`config.mk`:
```
export PLATFORM = sky130hd
export DESIGN_NAME = multisim_client_axi_master
export DESIGN_NICKNAME = d
export VERILOG_FILES = /design/src/rtl/axi_pkg.sv /design/src/rtl/multisim_axi_pkg.sv /design/src/rtl/multisim_client_axi_master.sv
export SDC_FILE = /design/constraint.sdc
export NUM_CORES = 1
export LEC_CHECK = 0
export ABC_AREA = 1
export CORE_AREA = 5 5 156 158
export DETAILED_ROUTE_END_ITERATION = 12
export DIE_AREA = 0 0 161 163
export PLACE_DENSITY_LB_ADDON = 0.1
export SLEW_MARGIN = 20
export SYNTH_ARGS = -nofsm -noshare
export SYNTH_HDL_FRONTEND = slang
export SYNTH_SLANG_ARGS = --single-unit
```
`constraint.sdc`:
```
create_clock -name clk -period 2.9 [get_ports clk]
set_clock_uncertainty 0.15 [all_clocks]
set_input_delay 0.58 -clock clk [delete_from_list [all_inputs] [get_ports clk]]
set_output_delay 0.58 -clock clk [all_outputs]
set_load 0.01 [all_outputs]
```
`src/rtl/axi_pkg.sv`:
```
// Single-beat AXI4 channel payload types shared by client and server sides.
// Address/data/id widths are fixed here; channel structs carry no handshakes.
package axi_pkg;

    localparam int unsigned ADDR_W = 32;
    localparam int unsigned DATA_W = 32;
    localparam int unsigned ID_W   = 4;

    typedef logic [1:0] resp_t;

    localparam resp_t RESP_OKAY   = 2'b00;
    localparam resp_t RESP_SLVERR = 2'b10;

    typedef struct packed {
        logic [ID_W-1:0]   id;
        logic [ADDR_W-1:0] addr;
        logic [7:0]        len;
        logic [2:0]        size;
        logic [1:0]        burst;
    } aw_chan_t;

    typedef struct packed {
        logic [DATA_W-1:0]   data;
        logic [DATA_W/8-1:0] strb;
        logic                last;
    } w_chan_t;

    typedef struct packed {
        logic [ID_W-1:0] id;
        resp_t           resp;
    } b_chan_t;

    typedef struct packed {
        logic [ID_W-1:0]   id;
        logic [ADDR_W-1:0] addr;
        logic [7:0]        len;
        logic [2:0]        size;
        logic [1:0]        burst;
    } ar_chan_t;

    typedef struct packed {
        logic [ID_W-1:0]   id;
        logic [DATA_W-1:0] data;
        resp_t             resp;
        logic              last;
    } r_chan_t;

endpackage

```
`src/rtl/multisim_axi_pkg.sv`:
```
// Transport packets and client FSM states shared by multisim client/server.
// Packets wrap the axi_pkg channel payloads for one single-beat transaction.
package multisim_axi_pkg;

    import axi_pkg::*;

    typedef enum logic [2:0] {
        IDLE,
        WR_ADDR_DATA,
        WR_RESP,
        RD_ADDR,
        RD_DATA,
        RSP
    } client_state_e;

    typedef struct packed {
        logic     is_write;
        aw_chan_t aw;
        w_chan_t  w;
        ar_chan_t ar;
    } req_pkt_t;

    typedef struct packed {
        logic    is_write;
        b_chan_t b;
        r_chan_t r;
        logic    timeout;
    } rsp_pkt_t;

endpackage

```
`src/rtl/multisim_client_axi_master.sv`:
```
// Replays transport requests as single-beat AXI master transactions, one at a time.
// Ports: clk/rst_n, req/rsp valid-ready transport, AXI AW/W/B/AR/R master, o_txn_count.
module multisim_client_axi_master
    import multisim_axi_pkg::*;
#(
    parameter type axi_aw_t = axi_pkg::aw_chan_t,
    parameter type axi_w_t  = axi_pkg::w_chan_t,
    parameter type axi_b_t  = axi_pkg::b_chan_t,
    parameter type axi_ar_t = axi_pkg::ar_chan_t,
    parameter type axi_r_t  = axi_pkg::r_chan_t,
    parameter int unsigned TIMEOUT_CYCLES = 1024
) (
    input  logic        clk,
    input  logic        rst_n,
    input  logic        i_req_valid,
    output logic        o_req_ready,
    input  req_pkt_t    i_req,
    output logic        o_rsp_valid,
    input  logic        i_rsp_ready,
    output rsp_pkt_t    o_rsp,
    output axi_aw_t     o_axi_m_aw,
    output logic        o_axi_m_awvalid,
    input  logic        i_axi_m_awready,
    output axi_w_t      o_axi_m_w,
    output logic        o_axi_m_wvalid,
    input  logic        i_axi_m_wready,
    input  axi_b_t      i_axi_m_b,
    input  logic        i_axi_m_bvalid,
    output logic        o_axi_m_bready,
    output axi_ar_t     o_axi_m_ar,
    output logic        o_axi_m_arvalid,
    input  logic        i_axi_m_arready,
    input  axi_r_t      i_axi_m_r,
    input  logic        i_axi_m_rvalid,
    output logic        o_axi_m_rready,
    output logic [31:0] o_txn_count
);

    localparam int unsigned CW = $clog2(TIMEOUT_CYCLES + 1);
    localparam logic [CW-1:0] LIMIT = CW'(TIMEOUT_CYCLES - 1);

    client_state_e state_q;
    req_pkt_t      req_q;
    rsp_pkt_t      rsp_q;
    logic          awvalid_q;
    logic          wvalid_q;
    logic          bready_q;
    logic          arvalid_q;
    logic          rready_q;
    logic          rsp_valid_q;
    logic [CW-1:0] cnt_q;
    logic [31:0]   txn_q;

    logic aw_left;
    logic w_left;
    logic timed_out;

    // A channel is still pending if its valid is up and the slave is not taking it.
    assign aw_left   = awvalid_q & ~i_axi_m_awready;
    assign w_left    = wvalid_q & ~i_axi_m_wready;
    assign timed_out = (cnt_q == LIMIT);

    // Gated by rst_n so ready is low during reset yet high right after release.
    assign o_req_ready     = rst_n & (state_q == IDLE);
    assign o_rsp_valid     = rsp_valid_q;
    assign o_rsp           = rsp_q;
    assign o_axi_m_aw      = req_q.aw;
    assign o_axi_m_awvalid = awvalid_q;
    assign o_axi_m_w       = req_q.w;
    assign o_axi_m_wvalid  = wvalid_q;
    assign o_axi_m_bready  = bready_q;
    assign o_axi_m_ar      = req_q.ar;
    assign o_axi_m_arvalid = arvalid_q;
    assign o_axi_m_rready  = rready_q;
    assign o_txn_count     = txn_q;

    always_ff @(posedge clk or negedge rst_n) begin
        if (!rst_n) begin
            state_q     <= IDLE;
            req_q       <= '0;
            rsp_q       <= '0;
            awvalid_q   <= 1'b0;
            wvalid_q    <= 1'b0;
            bready_q    <= 1'b0;
            arvalid_q   <= 1'b0;
            rready_q    <= 1'b0;
            rsp_valid_q <= 1'b0;
            cnt_q       <= '0;
            txn_q       <= '0;
        end else begin
            unique case (state_q)
                IDLE: begin
                    if (i_req_valid) begin
                        req_q <= i_req;
                        cnt_q <= '0;
                        if (i_req.is_write) begin
                            state_q   <= WR_ADDR_DATA;
                            awvalid_q <= 1'b1;
                            wvalid_q  <= 1'b1;
                        end else begin
                            state_q   <= RD_ADDR;
                            arvalid_q <= 1'b1;
                        end
                    end
                end
                WR_ADDR_DATA: begin
                    if (!aw_left && !w_left) begin
                        awvalid_q <= 1'b0;
                        wvalid_q  <= 1'b0;
                        bready_q  <= 1'b1;
                        cnt_q     <= '0;
                        state_q   <= WR_RESP;
                    end else if (timed_out) begin
                        awvalid_q   <= 1'b0;
                        wvalid_q    <= 1'b0;
                        rsp_q       <= '{is_write: 1'b1, b: '0, r: '0, timeout: 1'b1};
                        rsp_valid_q <= 1'b1;
                        cnt_q       <= '0;
                        state_q     <= RSP;
                    end else begin
                        awvalid_q <= aw_left;
                        wvalid_q  <= w_left;
                        cnt_q     <= cnt_q + CW'(1);
                    end
                end
                WR_RESP: begin
                    if (i_axi_m_bvalid) begin
                        bready_q    <= 1'b0;
                        rsp_q       <= '{is_write: 1'b1, b: i_axi_m_b, r: '0, timeout: 1'b0};
                        rsp_valid_q <= 1'b1;
                        cnt_q       <= '0;
                        state_q     <= RSP;
                    end else if (timed_out) begin
                        bready_q    <= 1'b0;
                        rsp_q       <= '{is_write: 1'b1, b: '0, r: '0, timeout: 1'b1};
                        rsp_valid_q <= 1'b1;
                        cnt_q       <= '0;
                        state_q     <= RSP;
                    end else begin
                        cnt_q <= cnt_q + CW'(1);
                    end
                end
                RD_ADDR: begin
                    if (i_axi_m_arready) begin
                        arvalid_q <= 1'b0;
                        rready_q  <= 1'b1;
                        cnt_q     <= '0;
                        state_q   <= RD_DATA;
                    end else if (timed_out) begin
                        arvalid_q   <= 1'b0;
                        rsp_q       <= '{is_write: 1'b0, b: '0, r: '0, timeout: 1'b1};
                        rsp_valid_q <= 1'b1;
                        cnt_q       <= '0;
                        state_q     <= RSP;
                    end else begin
                        cnt_q <= cnt_q + CW'(1);
                    end
                end
                RD_DATA: begin
                    if (i_axi_m_rvalid) begin
                        rready_q    <= 1'b0;
                        rsp_q       <= '{is_write: 1'b0, b: '0, r: i_axi_m_r, timeout: 1'b0};
                        rsp_valid_q <= 1'b1;
                        cnt_q       <= '0;
                        state_q     <= RSP;
                    end else if (timed_out) begin
                        rready_q    <= 1'b0;
                        rsp_q       <= '{is_write: 1'b0, b: '0, r: '0, timeout: 1'b1};
                        rsp_valid_q <= 1'b1;
                        cnt_q       <= '0;
                        state_q     <= RSP;
                    end else begin
                        cnt_q <= cnt_q + CW'(1);
                    end
                end
                RSP: begin
                    // Transport backpressure is unbounded, so no wait count here.
                    if (i_rsp_ready) begin
                        rsp_valid_q <= 1'b0;
                        txn_q       <= txn_q + 32'd1;
                        state_q     <= IDLE;
                    end
                end
                default: begin
                    state_q <= IDLE;
                end
            endcase
        end
    end

endmodule

```
Word level (Yosys, flattened, before mapping)
Cells that the tools add are included.

operators by class
  $lt $le $gt $ge = 0
  add/sub/neg operators = 2
  reduce and logical (&&, ||, !) cells = 21
  shifts and indexed selects = 0
  div/mod/pow operators = 0
  bitwise logic cells = 5
  muxes and demuxes = 49
  equal/unequal tests = 17
  multiply operators = 0

operator list
  cell                                                    count
  2-to-1 mux 47 bit                                       6
  case mux 47 bit (4 select lines)                        1
  2-to-1 mux 11 bit                                       6
  case mux 11 bit (5 select lines)                        1
  adder 32 x 1 -> 32 bit (second input constant)          1
  2-to-1 mux 3 bit                                        7
  2-to-1 mux 1 bit                                        20
  case mux 3 bit (6 select lines)                         1
  != test 2 bit (second input constant)                   8
  AND reduction 3 bit                                     4
  adder 11 x 1 -> 11 bit (second input constant)          1
  equality test 11 x 10 -> 1 bit (second input constant)  1
  case mux 1 bit (2 select lines)                         5
  nonzero test 5 bit                                      2
  != test 3 bit (second input constant)                   3
  AND reduction 2 bit                                     4
  AND reduction 4 bit                                     2
  nonzero test 2 bit                                      4
  equality test 3 x 2 -> 1 bit (second input constant)    2
  equality test 3 bit (second input constant)             2
  case mux 1 bit (5 select lines)                         1
  nonzero test 4 bit                                      1
  AND 1 bit                                               3
  equality test 3 x 1 -> 1 bit (second input constant)    1
  other kinds (5)                                         7

word-level totals
  bits in writable memories = 0
  memories = 0
  register bits after elaboration = 234
  input port bits = 190
  latch bits = 0
  ROM bits = 0
  output and inout port bits = 221

Longest topological paths before layout
Gate-level depths: netlist of run 1.

  depth after elaboration = 6
  depth in mapped cells = 11
  depth with buffers taken out = 10

Worst setup path before layout of run 1
No wires, ideal clock.

  kind = reg2reg
  from = register state_q[0]
  to = register req_q (netlist bit o_axi_m_aw[0])
  arrival = 1492 ps
  required time = 2625 ps
  setup time = 125 ps
  cell stages (with the launch flop) = 8
  path buffers = 3
  path slack = 1133 ps
  cell sequence = dfrtp_1 -> buf_4 -> nor2_4 -> nand2_4 -> nor2_4 -> buf_6 -> buf_6 -> mux2_2

on the way
  word-level cells in the longest chain between the ends = 2

ends and longest elaborated chain
  item                           RTL line                           source
  start, declared                multisim_client_axi_master.sv:42   client_state_e state_q;
  start signal, assigned         multisim_client_axi_master.sv:79   state_q <= IDLE;
  start signal, assigned         multisim_client_axi_master.sv:97   state_q <= WR_ADDR_DATA;
  start signal, assigned         multisim_client_axi_master.sv:101  state_q <= RD_ADDR;
  zero test 3 bit                multisim_client_axi_master.sv:91   unique case (state_q)
  AND reduction 2 bit (no line)  -
  end signal, assigned           multisim_client_axi_master.sv:94   req_q <= i_req;
  end, declared                  multisim_client_axi_master.sv:43   req_pkt_t req_q;

Every way passes these cells.
A chain may end at the register's enable or synchronous reset.

Final worst setup path of run 1
  from = input rst_n
  to = output o_req_ready

on the way
  word-level cells in the longest chain between the ends = 1

ends and longest elaborated chain
  item             RTL line                          source
  start, declared  multisim_client_axi_master.sv:14  input logic rst_n,
  AND 1 bit        multisim_client_axi_master.sv:64  assign o_req_ready = rst_n & (state_q == IDLE);
  end, declared    multisim_client_axi_master.sv:16  output logic o_req_ready,

Every way passes these cells.

==> qor.yml, run 1 <==
grt_start_max_net_pins: 150
die_w_um: 161
power_frac_comb_pct: 43.2
clk_pin_slew_ns: 0.06
final_area_um2: 15230
r2r_start: "state_q[0]$_DFFE_PN0P_"
synth_top_cell_area_share_pct: 58.89
antenna_found_initial: 3
ys_warn_count: 0
fillers: 1804
ys_async_sr_fraction_pct: 100.0
ir_drop_mv: 0.6813
leakage_nw: 6.773
synth_cell_types: 33
powerDensity_nw_per_um2: 1016
syn_avg_cell_area_um2: 10.67
worstPathRequired_ns: 2.17
antenna_left: 0
cts_tree: "yes"
setup_viol: 0
avgRoutedWirePerCell_um: 17.58
clkPwrFrac_pct: 21.7
area_growth_syn_to_layout_pct: 53.15
dieHeight_um: 163
cts_root_buf: "clkbuf_16"
rsz0062_at_grt: "false"
yosys-top-cells-area: "dfrtp_1, mux2_2, nand2_1"
synth_commonest_cells: "nand2_1, dfrtp_1, mux2_2"
port_buffers: 410
overflow: 0
slew_violations: 0
yosysMostFrequentCell: "nand2_1"
gr-usage-all-layers_pct: 21.83
fin_crit_sh_pct: 96.69
worstMarginPinSlew_ns: 0.8395
preCtsSetupSlack_ns: 0.4218
htree_levels: 1
finalHoldViolations: 0
final_layout_size_suffix_gt1_share_pct: 14.44
vias: 8099
power.switching_mw: 4.907
drc: 0
r2r_end: "o_rsp[16]$_DFFE_PN0P_"
period_minus_slack_ns: 2.804
numCtsBuffers: 26
die_area_um2: 26240
p_int_mw: 10.57
worstPathMaxFanout: 26
synth_area_leader_cell: "dfrtp_1"
grt_pass1_vias: 8413
hold_class: "reg2reg"
cp_data_arrival_time_ns: 2.07
grt_pass1_wl_mm: 45.92
post-dp-hpwl_mm: 22.00
clk_latency_ns: 0.51
nets: 1545
crit_path_start_kind: "primary input"
routed_via_density: 4.870
placementRows: 56
fmax_ghz: 0.3566
core-area_um2: 22980
synth-edff-count: 0
synth_seq_cells: 234
netlist_area_um2: 9943
numClockSinks: 234
ioPinCount: 411
start_util_pct: 43.27
critical_path_class: "in2out"
p_seq_share_pct: 35.1
synth_nets: 1124
hold_end: "o_rsp[44]$_DFFE_PN0P_"
place_congestion: 0.9256
max_cap_viol_count: 0
postCtsSetupBuffers: 0
syn_inst: 932
status: "complete, no violations"
switching_share_pct: 31.70
r2r_slack_ns: 0.78
hold_depth: 2
synthFlopType: "dfrtp_1"
worst_slack_ns: 0.09607
endpoint_kind: "output pin"
reg2regPathDepth: 8
placed_cell_area_um2: 14310
fin_tns_setup_ns: 0
max_slew_margin_pct: 44.03
hold_start: "o_rsp[44]$_DFFE_PN0P_"
ctsLongestPathBuffers: 3
yosysSeqAreaShare_pct: 58.89
drt_iter0_drc: 261
wl_mm: 29.23
drt_pre_antenna_iters: 5
## layout by cell type (no fill, tap or decap), drive strengths merged, types with 2 or more instances in the layout
cell,instances
inv,58
nand4,9
o21bai,4
nand3b,4
a21oi,4
buf,9
nand2,293
nor4,2
clkbuf,40
nor3,6
ha,2
xnor2,10
bufinv,2
dfrtp,234
xor2,11
diode,2
nand3,33
nor2,83
clkdlybuf4s50,409
mux2,135
clkinv,4
a21boi,2
o21ai,14
## flip-flops by register name, summed over array words and instances, names as in the netlist
signal and count:
o_axi_m_wvalid 1, o_axi_m_awvalid 1, cnt_q 11, o_txn_count 32, state_q 3, o_axi_m_rready 1
o_rsp_valid 1, o_axi_m_aw 49, o_axi_m_arvalid 1, o_axi_m_ar 49, o_axi_m_bready 1, o_axi_m_w 37
o_rsp 47
## worst max-delay path: stages
cell and delay [ns]:
dlygate4sd3_1 0.58, buf_12 0.20, inv_1 0.07, nor2_1 0.10, clkdlybuf4s50_1 0.54
## power by group through the flow
stage                     Combinational (mW)  Clock (mW)  Sequential (mW)
after floorplan                         2.45           0             6.04
after global placement                  6.70           0             5.43
after detailed placement                6.78           0             5.48
after CTS                               6.81        3.47             5.45
after global routing                    7.20        3.59             5.64
final                                   6.68        3.36             5.44
## stage by stage
step / instances / hold WS, ns / util [%] / power [mW]
floorplan: 932 / 0.1344 / - / 8.490
global placement: 1614 / 0.2880 / 62.28 / 12.12
detailed placement: 1614 / 0.2871 / 62.28 / 12.26
CTS: 1661 / 0.3227 / 66.22 / 15.74
global route: 1663 / 0.3214 / 66.26 / 16.44
finish: 1663 / 0.3188 / 66.26 / 15.48
## final cells by class
cell class / count / area [um2] / share of cell area (%)
Inverter: 58 / 217.7 / 1.430
Timing Repair Buffer: 419 / 4222 / 27.72
Antenna cell: 2 / 5.005 / 0.03286
Tap cell: 290 / 362.8 / 2.383
Sequential cell: 234 / 5856 / 38.45
Clock buffer: 40 / 814.5 / 5.349
Multi-Input combinational cell: 614 / 3671 / 24.11
Clock inverter: 6 / 80.08 / 0.5258
## worst max-delay path by stage
stage | endpoint | start | slack (ns) | cells past startpoint
after global placement | o_rsp[20]$_DFFE_PN0P_ | i_axi_m_bvalid | 0.49 | 8
after CTS | o_req_ready | rst_n | 0.04 | 5
after global routing | o_req_ready | rst_n | 0.03 | 5
after floorplan | o_axi_m_aw[0]$_DFFE_PN0P_ | state_q[0]$_DFFE_PN0P_ | 1.13 | 7
final | o_req_ready | rst_n | 0.1 | 5
after detailed placement | o_rsp[10]$_DFFE_PN0P_ | i_axi_m_bvalid | 0.42 | 8
## kinds of logic (layout without fill, tap and decap cells)
| kind of cell | Yosys count | in the layout | share of synthesized area [%] |
|---|---|---|---|
| compound gates | 26 | 26 | 1.585 |
| xor+xnor | 21 | 21 | 1.850 |
| fa+ha+maj | 2 | 2 | 0.2516 |
| buf+inv | 84 | 523 | 4.190 |
| flops | 234 | 234 | 58.89 |
| mux | 135 | 135 | 15.29 |
| other cells | 0 | 2 | 0 |
| simple gates | 430 | 430 | 17.94 |
## layer usage
| metal | global-route usage [%] | vias to the layer above | routed length (um) |
|---|---|---|---|
| li1 | - | 3849 | - |
| met3 | 8.833 | 57 | 3182 |
| met2 | 37.18 | 346 | 14240 |
| met1 | 25.18 | 3845 | 10900 |
| met5 | 0 | - | 13 |
| met4 | 7.367 | 2 | 893 |
## timing repair
action                     CTS  global route
hold endpoints to repair    23             0
hold buffers                 1             0
setup endpoints to repair    0             1
gates resized for setup      0             1
Power figures use the tool's default switching activity.
==> run 2, diff against run 1 <==
Settings changed: SKIP_CTS_REPAIR_TIMING from default to 1.
==> run 2 against run 1 <==
  * Combinational power barely moved
  * Non-clock buffer count rose by 1
  * Sequential power barely moved
  * Sequential cell count did not move
==> qor.yml, run 2 (same netlist as run 1, synthesis figures left out) <==
powerDensity_nw_per_um2: 1016
p_total_mw: 15.49
antenna_found_initial: 3
p_int_mw: 10.57
worst_slack_ns: 0.1482
fmax_ghz: 0.3634
max_slew_margin_pct: 44.30
fillers: 1805
status: "complete, no violations"
worstMarginPinSlew_ns: 0.8355
clk_pin_slew_ns: 0.06
grt_pass1_vias: 8413
vias: 8059
placementRows: 56
critical_path_class: "reg2out"
numCtsBuffers: 26
fin_crit_sh_pct: 94.89
grt_start_max_net_pins: 150
r2r_slack_ns: 0.78
ir_drop_mv: 0.6813
hold_class: "reg2reg"
htree_levels: 1
cp_cell_sequence: "nor2_4, nand2_4, nor2_1, clkdlybuf4s50_1"
endpoint_kind: "output pin"
drt_iter0_drc: 259
post-dp-hpwl_mm: 22.00
die_area_um2: 26240
overflow: 0
finalHoldViolations: 0
nets: 1546
place_congestion: 0.9256
final_cell_mix: "clkdlybuf4s50_1, nand2_1, dfrtp_1"
period_minus_slack_ns: 2.752
antenna_left: 0
rsz0062_at_grt: "false"
seqCellArea_um2: 5856
routed_via_density: 4.843
drc: 0
clk_latency_ns: 0.51
max_cap_viol_count: 0
drt_pre_antenna_iters: 5
cp_top_family: "flip-flops"
crit_path_start_kind: "register"
cp_slowest_cell: "dfrtp_1"
port_buffers: 410
setup_viol: 0
area_growth_syn_to_layout_pct: 53.30
worstPathMaxFanout: 9
core-area_um2: 22980
multi_input_area_um2: 3671
cts_root_buf: "clkbuf_16"
final_layout_size_suffix_gt1_share_pct: 14.50
final_area_um2: 15240
dieHeight_um: 163
clkPwrFrac_pct: 21.7
slew_violations: 0
power_frac_comb_pct: 43.2
avgRoutedWirePerCell_um: 17.61
leakage_nw: 6.781
worstPathRequired_ns: 2.17
grt_pass1_wl_mm: 45.91
ioPinCount: 411
p_seq_share_pct: 35.1
cp_data_arrival_time_ns: 2.02
cts_tree: "yes"
crit_path_max_incr_delay_ns: 0.54
layout_commonest_cell: "clkdlybuf4s50_1"
ctsLongestPathBuffers: 3
numClockSinks: 234
start_util_pct: 43.27
wl_mm: 29.31
crit_buf_inv: 1
switching_share_pct: 31.76
gr-usage-all-layers_pct: 21.82
placed_cell_area_um2: 14310
die_w_um: 161
power.switching_mw: 4.920
preCtsSetupSlack_ns: 0.4218
fin_tns_setup_ns: 0
run 2: cell type report:
class	instances	area share, %
diodes	2	0.03283
clock buffers	40	5.343
clock inverters	6	0.5253
inverters	58	1.428
multi-input cells	614	24.08
flip-flops and latches	234	38.41
well taps	290	2.380
repair buffers	420	27.79
run 2: final timing paths:
path / start / depth (start not counted) / endpoint
worst min register to register: o_rsp[44]$_DFFE_PN0P_ / 2 / o_rsp[44]$_DFFE_PN0P_
min in group asynchronous: rst_n / 3 / o_axi_m_w[9]$_DFFE_PN0P_
worst max-delay path: state_q[0]$_DFFE_PN0P_ / 4 / o_req_ready
max in group asynchronous: rst_n / 3 / o_rsp[40]$_DFFE_PN0P_
worst min-delay path: o_rsp[44]$_DFFE_PN0P_ / 2 / o_rsp[44]$_DFFE_PN0P_
worst max register to register: state_q[0]$_DFFE_PN0P_ / 8 / o_rsp[16]$_DFFE_PN0P_
run 2: stage by stage:
stage	utilization (%)	cells	hold WS (ns)
after floorplan	-	932	0.1344
after global placement	62.28	1614	0.2880
after detailed placement	62.28	1614	0.2871
after CTS	66.17	1660	-0.2726
after global routing	66.33	1664	0.3400
final	66.33	1664	0.3188
run 2: routing by layer:
metal	GRT usage (%)	share of wire [%]
met2	37.15	49
met4	7.367	3.1
met5	0	0.044
met1	25.20	38
met3	8.833	11
run 2: worst register-to-register path, delay by kind of cell (launching register included):
kind	cells	cell delay, ns
simple gates	5	0.66
flops	1	0.54
buf+inv	3	0.70
run 2: power by group through the flow:
| stage | logic (mW) | registers [mW] | clock network [mW] |
|---|---|---|---|
| after global routing | 7.20 | 5.64 | 3.59 |
| after CTS | 6.81 | 5.45 | 3.47 |
| after detailed placement | 6.78 | 5.48 | 0 |
| final | 6.69 | 5.44 | 3.36 |
| after global placement | 6.70 | 5.43 | 0 |
| after floorplan | 2.45 | 6.04 | 0 |
==> run 3, diff against run 2 <==
Settings changed: CTS_CLUSTER_DIAMETER from default to 200.
==> results of run 3 <==
The final DEF is identical to that of run 2; final timing and power are the same.
